==> src/rtl/rtc_pkg.sv <==
// ============================================================================
//  Module      : rtc_pkg
//  Description : Shared constants for the RTC bus scheduler: FSM state
//                encoding, bus-cycle kinds, RTC register address map,
//                RTC command bytes and register index constants.
//  Revision    : 1.0 - initial release
// ============================================================================
`default_nettype none

package rtc_pkg;

    // Scheduler FSM state encoding
    localparam logic [2:0] c_ST_IDLE   = 3'd0;
    localparam logic [2:0] c_ST_CMD_RD = 3'd1;
    localparam logic [2:0] c_ST_READ   = 3'd2;
    localparam logic [2:0] c_ST_WRITE  = 3'd3;
    localparam logic [2:0] c_ST_CMD_WR = 3'd4;
    localparam logic [2:0] c_ST_INIT   = 3'd5;

    // Bus cycle kinds: command = address phase only
    localparam logic [1:0] c_K_CMD = 2'd0;
    localparam logic [1:0] c_K_WR  = 2'd1;
    localparam logic [1:0] c_K_RD  = 2'd2;

    // RTC command bytes
    localparam logic [7:0] c_CMD_RAM_COPY = 8'hF0;  // RTC registers -> RAM copy before read-back
    localparam logic [7:0] c_CMD_SET_TD   = 8'hF1;  // commit time/date edits
    localparam logic [7:0] c_CMD_SET_TMR  = 8'hF2;  // commit timer edits

    // Oscillator/control initialisation
    localparam logic [7:0] c_INIT_ADDR  = 8'h02;
    localparam logic [7:0] c_INIT_DATA0 = 8'h10;
    localparam logic [7:0] c_INIT_DATA1 = 8'h00;

    // Register indices
    localparam logic [3:0] c_IDX_SS    = 4'd0;
    localparam logic [3:0] c_IDX_MM    = 4'd1;
    localparam logic [3:0] c_IDX_HH    = 4'd2;
    localparam logic [3:0] c_IDX_DAY   = 4'd3;
    localparam logic [3:0] c_IDX_MES   = 4'd4;
    localparam logic [3:0] c_IDX_YEAR  = 4'd5;
    localparam logic [3:0] c_IDX_SS_T  = 4'd6;
    localparam logic [3:0] c_IDX_MM_T  = 4'd7;
    localparam logic [3:0] c_IDX_HH_T  = 4'd8;
    localparam logic [3:0] c_IDX_LAST  = c_IDX_HH_T;

    // RTC bus address of a register index
    function automatic logic [7:0] reg_addr(input logic [3:0] idx);
        case (idx)
            4'd0:    reg_addr = 8'h21;
            4'd1:    reg_addr = 8'h22;
            4'd2:    reg_addr = 8'h23;
            4'd3:    reg_addr = 8'h24;
            4'd4:    reg_addr = 8'h25;
            4'd5:    reg_addr = 8'h26;
            4'd6:    reg_addr = 8'h41;
            4'd7:    reg_addr = 8'h42;
            4'd8:    reg_addr = 8'h43;
            default: reg_addr = 8'h00;
        endcase
    endfunction

    // First register index of a write-back group (1=time, 2=date, 3=timer)
    function automatic logic [3:0] grp_base(input logic [1:0] grp);
        case (grp)
            2'd1:    grp_base = c_IDX_SS;
            2'd2:    grp_base = c_IDX_DAY;
            2'd3:    grp_base = c_IDX_SS_T;
            default: grp_base = c_IDX_SS;
        endcase
    endfunction

endpackage

`default_nettype wire

==> src/rtl/rtc_bus_cycle.sv <==
// ============================================================================
//  Module      : rtc_bus_cycle
//  Description : Generates one RTC bus access (address + data phase) or one
//                command (address phase only). Each phase holds cs_n and the
//                strobe low for T_STROBE cycles, then T_GAP idle cycles.
//                All pins are registered. o_done marks the final cycle so a
//                new start may be issued in that cycle without a bus gap.
//  Revision    : 1.0 - initial release
// ============================================================================
`default_nettype none

module rtc_bus_cycle
    import rtc_pkg::*;
#(
    parameter int T_STROBE = 4,
    parameter int T_GAP    = 2
) (
    input  logic       clk,
    input  logic       rst_n,
    input  logic       i_start,
    input  logic [1:0] i_kind,
    input  logic [7:0] i_addr,
    input  logic [7:0] i_data,
    input  logic [7:0] i_ad_in,
    output logic       o_active,
    output logic       o_done,
    output logic       o_cs_n,
    output logic       o_rd_n,
    output logic       o_wr_n,
    output logic       o_a_d,
    output logic [7:0] o_ad_out,
    output logic       o_ad_oe,
    output logic [7:0] o_rdata,
    output logic       o_rvalid
);

    localparam int             c_PHASE = T_STROBE + T_GAP;
    localparam int             c_CW    = $clog2(c_PHASE + 1);
    localparam logic [c_CW-1:0] c_LAST = c_CW'(c_PHASE - 1);
    localparam logic [c_CW-1:0] c_TS   = c_CW'(T_STROBE);
    localparam logic [c_CW-1:0] c_TSM1 = c_CW'(T_STROBE - 1);

    logic            r_active, r_phase;
    logic [c_CW-1:0] r_cnt;
    logic [1:0]      r_kind;
    logic [7:0]      r_addr, r_data;
    logic            r_cs_n, r_rd_n, r_wr_n, r_a_d, r_ad_oe, r_rvalid;
    logic [7:0]      r_ad_out, r_rdata;

    logic            w_active_n, w_phase_n;
    logic [c_CW-1:0] w_cnt_n;
    logic [1:0]      w_kind_n;
    logic [7:0]      w_addr_n, w_data_n;
    logic            w_last, w_done, w_strobe_n, w_rd_ph_n, w_sample;

    assign w_last   = r_active && (r_cnt == c_LAST);
    assign w_done   = w_last && (r_phase || (r_kind == c_K_CMD));
    // Last rd_n-low cycle of a read data phase
    assign w_sample = r_active && r_phase && (r_kind == c_K_RD) && (r_cnt == c_TSM1);

    // Next phase/counter state; write data is captured on entering the data phase
    always_comb begin
        w_active_n = r_active;
        w_phase_n  = r_phase;
        w_cnt_n    = r_cnt;
        w_kind_n   = r_kind;
        w_addr_n   = r_addr;
        w_data_n   = r_data;
        if (i_start) begin
            w_active_n = 1'b1;
            w_phase_n  = 1'b0;
            w_cnt_n    = '0;
            w_kind_n   = i_kind;
            w_addr_n   = i_addr;
        end else if (r_active) begin
            if (w_last) begin
                if (!w_done) begin
                    w_phase_n = 1'b1;
                    w_cnt_n   = '0;
                    w_data_n  = i_data;
                end else begin
                    w_active_n = 1'b0;
                    w_phase_n  = 1'b0;
                    w_cnt_n    = '0;
                end
            end else begin
                w_cnt_n = r_cnt + 1'b1;
            end
        end
    end

    assign w_strobe_n = w_active_n && (w_cnt_n < c_TS);
    assign w_rd_ph_n  = w_phase_n && (w_kind_n == c_K_RD);

    // Counter state, registered pins and read capture
    always_ff @(posedge clk or negedge rst_n) begin
        if (!rst_n) begin
            r_active <= 1'b0;
            r_phase  <= 1'b0;
            r_cnt    <= '0;
            r_kind   <= c_K_CMD;
            r_addr   <= 8'h00;
            r_data   <= 8'h00;
            r_cs_n   <= 1'b1;
            r_rd_n   <= 1'b1;
            r_wr_n   <= 1'b1;
            r_a_d    <= 1'b0;
            r_ad_oe  <= 1'b0;
            r_ad_out <= 8'h00;
            r_rdata  <= 8'h00;
            r_rvalid <= 1'b0;
        end else begin
            r_active <= w_active_n;
            r_phase  <= w_phase_n;
            r_cnt    <= w_cnt_n;
            r_kind   <= w_kind_n;
            r_addr   <= w_addr_n;
            r_data   <= w_data_n;
            r_cs_n   <= !w_strobe_n;
            r_rd_n   <= !(w_strobe_n && w_rd_ph_n);
            r_wr_n   <= !(w_strobe_n && !w_rd_ph_n);
            r_a_d    <= w_active_n && w_phase_n;
            r_ad_oe  <= w_active_n && !w_rd_ph_n;
            if (!w_active_n || w_rd_ph_n) begin
                r_ad_out <= 8'h00;
            end else begin
                r_ad_out <= w_phase_n ? w_data_n : w_addr_n;
            end
            r_rvalid <= w_sample;
            if (w_sample) begin
                r_rdata <= i_ad_in;
            end
        end
    end

    assign o_active = r_active;
    assign o_done   = w_done;
    assign o_cs_n   = r_cs_n;
    assign o_rd_n   = r_rd_n;
    assign o_wr_n   = r_wr_n;
    assign o_a_d    = r_a_d;
    assign o_ad_out = r_ad_out;
    assign o_ad_oe  = r_ad_oe;
    assign o_rdata  = r_rdata;
    assign o_rvalid = r_rvalid;

endmodule

`default_nettype wire

==> src/rtl/rtc_bus_scheduler.sv <==
// ============================================================================
//  Module      : rtc_bus_scheduler
//  Description : Owns the RTC multiplexed bus. Schedules config write-back
//                bursts (3 registers of one group + commit command) and
//                periodic read-back bursts (RAM-copy command + 9 reads).
//                Write-back wins over read-back; bursts are never preempted.
//                Optional build macro RTC_INIT_SEQ_EN adds a post-reset INIT
//                state writing 10 then 00 to RTC address 02.
//  Revision    : 1.0 - initial release
// ============================================================================
`default_nettype none

module rtc_bus_scheduler
    import rtc_pkg::*;
#(
    parameter int T_STROBE = 4,
    parameter int T_GAP    = 2
) (
    input  logic       clk,
    input  logic       rst_n,
    input  logic       i_rd_tick,
    input  logic       i_wr_req,
    input  logic [1:0] i_wr_group,
    output logic [3:0] o_wr_idx,
    input  logic [7:0] i_wr_data,
    output logic [3:0] o_rd_idx,
    output logic [7:0] o_rd_data,
    output logic       o_rd_valid,
    output logic       o_busy,
    output logic       o_cs_n,
    output logic       o_rd_n,
    output logic       o_wr_n,
    output logic       o_a_d,
    output logic [7:0] o_ad_out,
    output logic       o_ad_oe,
    input  logic [7:0] i_ad_in
);

`ifdef RTC_INIT_SEQ_EN
    localparam logic [2:0] c_ST_RESET = c_ST_INIT;
`else
    localparam logic [2:0] c_ST_RESET = c_ST_IDLE;
`endif

    logic [2:0] r_state, w_state_nxt;
    logic [3:0] r_idx, r_wr_idx, r_rd_idx;
    logic       r_rd_pend, r_wr_pend, r_busy;
    logic [1:0] r_wr_grp, r_burst_grp;

    logic       w_done, w_bc_active;
    logic       w_start;
    logic [1:0] w_kind;
    logic [7:0] w_addr, w_data;
    logic [3:0] w_nidx, w_wr_last;
    logic       w_launch_wr, w_launch_rd, w_rd_last, w_wr_end;

    assign w_launch_wr = (r_state == c_ST_IDLE) && r_wr_pend;
    assign w_launch_rd = (r_state == c_ST_IDLE) && !r_wr_pend && r_rd_pend;
    assign w_wr_last   = grp_base(r_burst_grp) + 4'd2;
    assign w_rd_last   = (r_idx == c_IDX_LAST);
    assign w_wr_end    = (r_idx == w_wr_last);

    // State register
    always_ff @(posedge clk or negedge rst_n) begin
        if (!rst_n) begin
            r_state <= c_ST_RESET;
        end else begin
            r_state <= w_state_nxt;
        end
    end

    // Next-state logic: every burst state advances on the bus-cycle done pulse
    always_comb begin
        w_state_nxt = r_state;
        case (r_state)
            c_ST_IDLE: begin
                if (r_wr_pend) begin
                    w_state_nxt = c_ST_WRITE;
                end else if (r_rd_pend) begin
                    w_state_nxt = c_ST_CMD_RD;
                end
            end
            c_ST_CMD_RD: if (w_done) w_state_nxt = c_ST_READ;
            c_ST_READ:   if (w_done && w_rd_last) w_state_nxt = c_ST_IDLE;
            c_ST_WRITE:  if (w_done && w_wr_end) w_state_nxt = c_ST_CMD_WR;
            c_ST_CMD_WR: if (w_done) w_state_nxt = c_ST_IDLE;
            c_ST_INIT:   if (w_done && (r_idx == 4'd1)) w_state_nxt = c_ST_IDLE;
            default:     w_state_nxt = c_ST_IDLE;
        endcase
    end

    // Output logic: launch the next bus cycle in the done cycle of the previous one
    always_comb begin
        w_start = 1'b0;
        w_kind  = c_K_CMD;
        w_addr  = 8'h00;
        w_data  = i_wr_data;
        w_nidx  = r_idx;
        case (r_state)
            c_ST_IDLE: begin
                if (r_wr_pend) begin
                    w_start = 1'b1;
                    w_kind  = c_K_WR;
                    w_nidx  = grp_base(r_wr_grp);
                    w_addr  = reg_addr(grp_base(r_wr_grp));
                end else if (r_rd_pend) begin
                    w_start = 1'b1;
                    w_addr  = c_CMD_RAM_COPY;
                end
            end
            c_ST_CMD_RD: begin
                if (w_done) begin
                    w_start = 1'b1;
                    w_kind  = c_K_RD;
                    w_nidx  = c_IDX_SS;
                    w_addr  = reg_addr(c_IDX_SS);
                end
            end
            c_ST_READ: begin
                if (w_done && !w_rd_last) begin
                    w_start = 1'b1;
                    w_kind  = c_K_RD;
                    w_nidx  = r_idx + 4'd1;
                    w_addr  = reg_addr(r_idx + 4'd1);
                end
            end
            c_ST_WRITE: begin
                if (w_done) begin
                    w_start = 1'b1;
                    if (w_wr_end) begin
                        w_addr = (r_burst_grp == 2'd3) ? c_CMD_SET_TMR : c_CMD_SET_TD;
                    end else begin
                        w_kind = c_K_WR;
                        w_nidx = r_idx + 4'd1;
                        w_addr = reg_addr(r_idx + 4'd1);
                    end
                end
            end
            c_ST_INIT: begin
                w_kind = c_K_WR;
                w_addr = c_INIT_ADDR;
                w_data = (r_idx == 4'd0) ? c_INIT_DATA0 : c_INIT_DATA1;
                if (!w_bc_active) begin
                    w_start = 1'b1;
                end else if (w_done && (r_idx == 4'd0)) begin
                    w_start = 1'b1;
                    w_nidx  = 4'd1;
                end
            end
            default: begin
                w_start = 1'b0;
            end
        endcase
    end

    // Index counter, index outputs, busy, and pending flags.
    // A pending flag is cleared when its burst launches, so a request
    // arriving during its own burst re-pends it for a later burst.
    always_ff @(posedge clk or negedge rst_n) begin
        if (!rst_n) begin
            r_idx       <= 4'd0;
            r_wr_idx    <= 4'd0;
            r_rd_idx    <= 4'd0;
            r_busy      <= 1'b0;
            r_rd_pend   <= 1'b0;
            r_wr_pend   <= 1'b0;
            r_wr_grp    <= 2'd0;
            r_burst_grp <= 2'd0;
        end else begin
            r_busy <= (w_state_nxt != c_ST_IDLE);
            if (w_start) begin
                r_idx <= w_nidx;
                if ((w_kind == c_K_WR) && (r_state != c_ST_INIT)) begin
                    r_wr_idx <= w_nidx;
                end
                if (w_kind == c_K_RD) begin
                    r_rd_idx <= w_nidx;
                end
            end
            if (w_launch_wr) begin
                r_burst_grp <= r_wr_grp;
            end
            if (i_rd_tick) begin
                r_rd_pend <= 1'b1;
            end else if (w_launch_rd) begin
                r_rd_pend <= 1'b0;
            end
            if (i_wr_req && (i_wr_group != 2'd0)) begin
                r_wr_pend <= 1'b1;
                r_wr_grp  <= i_wr_group;
            end else if (w_launch_wr) begin
                r_wr_pend <= 1'b0;
            end
        end
    end

    rtc_bus_cycle #(
        .T_STROBE (T_STROBE),
        .T_GAP    (T_GAP)
    ) u_bus_cycle (
        .clk      (clk),
        .rst_n    (rst_n),
        .i_start  (w_start),
        .i_kind   (w_kind),
        .i_addr   (w_addr),
        .i_data   (w_data),
        .i_ad_in  (i_ad_in),
        .o_active (w_bc_active),
        .o_done   (w_done),
        .o_cs_n   (o_cs_n),
        .o_rd_n   (o_rd_n),
        .o_wr_n   (o_wr_n),
        .o_a_d    (o_a_d),
        .o_ad_out (o_ad_out),
        .o_ad_oe  (o_ad_oe),
        .o_rdata  (o_rd_data),
        .o_rvalid (o_rd_valid)
    );

    assign o_busy   = r_busy;
    assign o_wr_idx = r_wr_idx;
    assign o_rd_idx = r_rd_idx;

endmodule

`default_nettype wire
==> config.mk <==
export PLATFORM = sky130hd
export DESIGN_NAME = rtc_bus_scheduler
export DESIGN_NICKNAME = d
export VERILOG_FILES = /design/src/rtl/rtc_pkg.sv /design/src/rtl/rtc_bus_cycle.sv /design/src/rtl/rtc_bus_scheduler.sv
export SDC_FILE = /design/constraint.sdc
export NUM_CORES = 1
export LEC_CHECK = 0
export CAP_MARGIN = 15
export CORE_MARGIN = 2
export CORE_UTILIZATION = 49
export DETAILED_ROUTE_END_ITERATION = 10
export HOLD_SLACK_MARGIN = 0.02
export MAX_ROUTING_LAYER = met4
export PLACE_DENSITY_LB_ADDON = 0.15
export SETUP_SLACK_MARGIN = 0.05
export SLEW_MARGIN = 20
export SYNTH_ARGS = -nofsm -noshare
export SYNTH_HDL_FRONTEND = slang
export SYNTH_HIERARCHICAL = 1
export SYNTH_SLANG_ARGS = --single-unit
==> constraint.sdc <==
create_clock -name clk -period 2.65 [get_ports clk]
set_clock_uncertainty 0.15 [all_clocks]
set_input_delay 0.6625 -clock clk [delete_from_list [all_inputs] [get_ports clk]]
set_output_delay 0.6625 -clock clk [all_outputs]
set_load 0.02 [all_outputs]
==> out/results.txt <==
status: complete, but fails checks
failing checks: negative setup slack
Die Area: 0.00808 mm2
most common cell after layout, fill and taps aside: dfrtp_1
total power: 4.79 mW
Net Count, Synth: 381
PD cells: 983 mW/mm2
flops & latches, synth: 67
initial antenna violation count: 0
post-synth cell types: 68
Post-Syn Instances: 351
Die Y-Extent: 89.9 um
share of cells above drive strength 1: 28.1%
VDD IR-drop max: 0.000637 V
RSZ-0062 raised after global routing: yes
vias in the first global route: 2,940
final hold violations: 0
post-synthesis sequential area ratio: 46.5%
Routed WL per cell: 16.7 um
RR Startpoint: u_bus_cycle/r_cnt[1]
Top FF cell, synth: dfrtp_1
worst setup margin: -0.0377 ns
Setup CP Type: flip-flop to flip-flop
Final ANT Viol Nets: 0
Setup crit end kind: flip-flop
first-pass GRT wire length: 14,500 um
number of flops mapped to enable cells by yosys: 0
Fin Hold WS: 0.182 ns
number of clock sinks: 67
Port Buffers: 52
Worst Reg-to-Reg Cells: 14
Setup violations, final: 6
CP startpoint kind: flip-flop
final net count: 470
Pre-antenna DRT Iters: 4
syn_area_per_cell: 10.3 um2
antenna cells: 0
Initial DRC Count: 144
grt total ovfl: 0
R2R setup slack: -0.04 ns
mapped cell area: 0.00361 mm2
max_cap viols: 0
clock-pin slew on the worst setup and hold paths: 0.07 ns
Worst Path Required: 2.74 ns
Initial Util: 50.1%
GRT Total Usage: 23.3%
Critical Path Fanout Max: 8
Core Area: 0.00721 mm2
fmax: 372 MHz
fin crit period: 2.69 ns
most frequent cells in the layout: dfrtp_1 (64), clkdlybuf4s50_1 (51), buf_4 (38)
# DRC: 0
Final Cycle Share: 101%
R2R Path End: u_bus_cycle/o_ad_out[0]
FFs w/ async S/R, synth: 100%
die extent in x: 89.9 um
largest net degree at the start of global routing: 68
worst min path class: input port to async pin
TritonCTS clock tree: built
CTS buffer count: 9
total leakage power: 2.19 nW
Area growth syn-to-layout: 34.9%
hpwl dp: 6220 um
count of standard-cell rows: 31
clk buf depth: 2
Final Slew Violations: 0
vias after detailed routing: 2,937
final WL: 9080 um
htree depth: 3
Via density: 5.40
CTS root buffer: clkbuf_8
clk_lat worst skew: 0.34 ns
Synth warnings: 6
Placer Congestion: 1.00
# IOs: 53
crit path DAT: 2.78 ns
-- metal layers --
layer | up-vias | global-route usage (%) | wire [um] | share of wire [%]
li1 | 1416 | - | - | -
met1 | 1426 | 31.7 | 4290 | 47
met2 | 84 | 35.6 | 4250 | 47
met3 | 11 | 4.61 | 429 | 4.7
met4 | 0 | 7.18 | 115 | 1.3
met5 | - | - | 0 | 0
-- worst max-delay path, cell delays in order, from the launching register on --
cell      delay (ns)
dfrtp_1         0.40
inv_2           0.07
ha_4            0.12
and2_4          0.15
nand2_4         0.06
nor2_4          0.09
and2b_2         0.17
nand2_2         0.06
o32a_1          0.35
nand2b_4        0.11
nand4b_4        0.21
nor2_8          0.05
buf_12          0.15
mux2i_4         0.19
a211oi_1        0.24
-- state kept, by name, indices dropped and copies added (netlist names), 3 cells and up --
register              flops
o_wr_idx                  4
r_state                   3
u_bus_cycle/r_addr        8
o_rd_idx                  4
u_bus_cycle/r_data        8
u_bus_cycle/o_rdata       8
r_idx                     4
u_bus_cycle/r_cnt         3
u_bus_cycle/o_ad_out      8
-- per-stage QoR --
| stage | util [%] | setup TNS [ns] | worst slack [ns] | cell area, um2 | cells |
|---|---|---|---|---|---|
| floorplan | - | -2.46 | -0.177 | 3670 | 351 |
| global placement | 61.8 | -0.0145 | -0.00550 | 4460 | 517 |
| detailed placement | 61.8 | -1.19 | -0.219 | 4460 | 517 |
| CTS | 65.7 | -0.189 | -0.0480 | 4740 | 541 |
| global route | 67.6 | -1.67 | -0.147 | 4880 | 544 |
| finish | 67.6 | -0.125 | -0.0377 | 4880 | 544 |
-- area by class of cell --
type | count | area, um2
Tap cell | 99 | 124
Timing Repair Buffer | 95 | 875
Sequential cell | 67 | 1680
Clock buffer | 12 | 155
Inverter | 21 | 78.8
Fill cell | 601 | 2340
Multi-Input combinational cell | 246 | 1940
Clock inverter | 4 | 26.3
-- Yosys cell counts (all sizes together), types with 2 or more instances --
cell,count,share of area [%]
dfstp,3,2.2
nand2,36,3.7
o21a,2,0.45
a21o,3,0.62
o31a,2,0.48
o21ai,15,2.3
nor2,22,2.7
and2b,2,0.42
a21boi,3,0.62
mux2,23,7.2
o31ai,4,0.83
mux2i,9,2.5
ha,8,2.8
a211oi,10,2.1
o211ai,6,1.2
nand2b,9,1.6
nand3,11,1.5
xor2,2,0.48
nor3,10,1.4
clkbuf,7,0.73
nand3b,4,0.83
o22ai,3,1.1
dfrtp,64,44
nor4bb,3,1.0
nor2b,2,0.35
o21bai,4,1.1
buf,11,2.0
xnor2,2,0.48
nand4b,2,0.90
and2,12,2.1
inv,21,2.2
nand4,4,0.87
a21oi,11,1.5
-- report_power, final --
group          internal, mW  total (mW)  switching [mW]
Clock                 0.390       0.786           0.396
Sequential             1.34        1.54           0.204
Combinational          1.15        2.47            1.32
-- worst max-delay path by stage --
stage,from,to,slack (ns)
2_1_floorplan,u_bus_cycle/r_cnt[1],u_bus_cycle/o_ad_out[6],-0.18
3_3_place_gp,u_bus_cycle/r_cnt[1],u_bus_cycle/o_ad_out[0],-0.005
3_5_place_dp,u_bus_cycle/r_cnt[1],u_bus_cycle/o_ad_out[2],-0.22
4_1_cts,u_bus_cycle/r_cnt[0],u_bus_cycle/o_ad_out[2],-0.05
5_1_grt,u_bus_cycle/r_cnt[1],u_bus_cycle/o_ad_out[0],-0.15
6_report,u_bus_cycle/r_cnt[1],u_bus_cycle/o_ad_out[0],-0.04
-- repair_timing --
action                     4_1_cts  5_1_grt
cloned                           1        0
setup buffers                    7        3
hold buffers                     0        0
resized for setup                9       18
pin swaps                        8        5
setup endpoints to repair       13       21
-- logic make-up (layout without fill, tap and decap cells) --
group / Yosys count / in the layout / share of synthesized area [%]
adders and majority gates: 8 / 8 / 2.77
xor gates and xnor gates: 4 / 4 / 0.969
DFF: 67 / 67 / 46.5
buffers and inverters: 39 / 132 / 4.95
AOI/OAI and AO/OA: 76 / 77 / 16.3
and+or+nand+nor: 124 / 124 / 18.8
other: 1 / 1 / 0.104
muxes: 32 / 32 / 9.66
(Power assumes the default switching activity.)
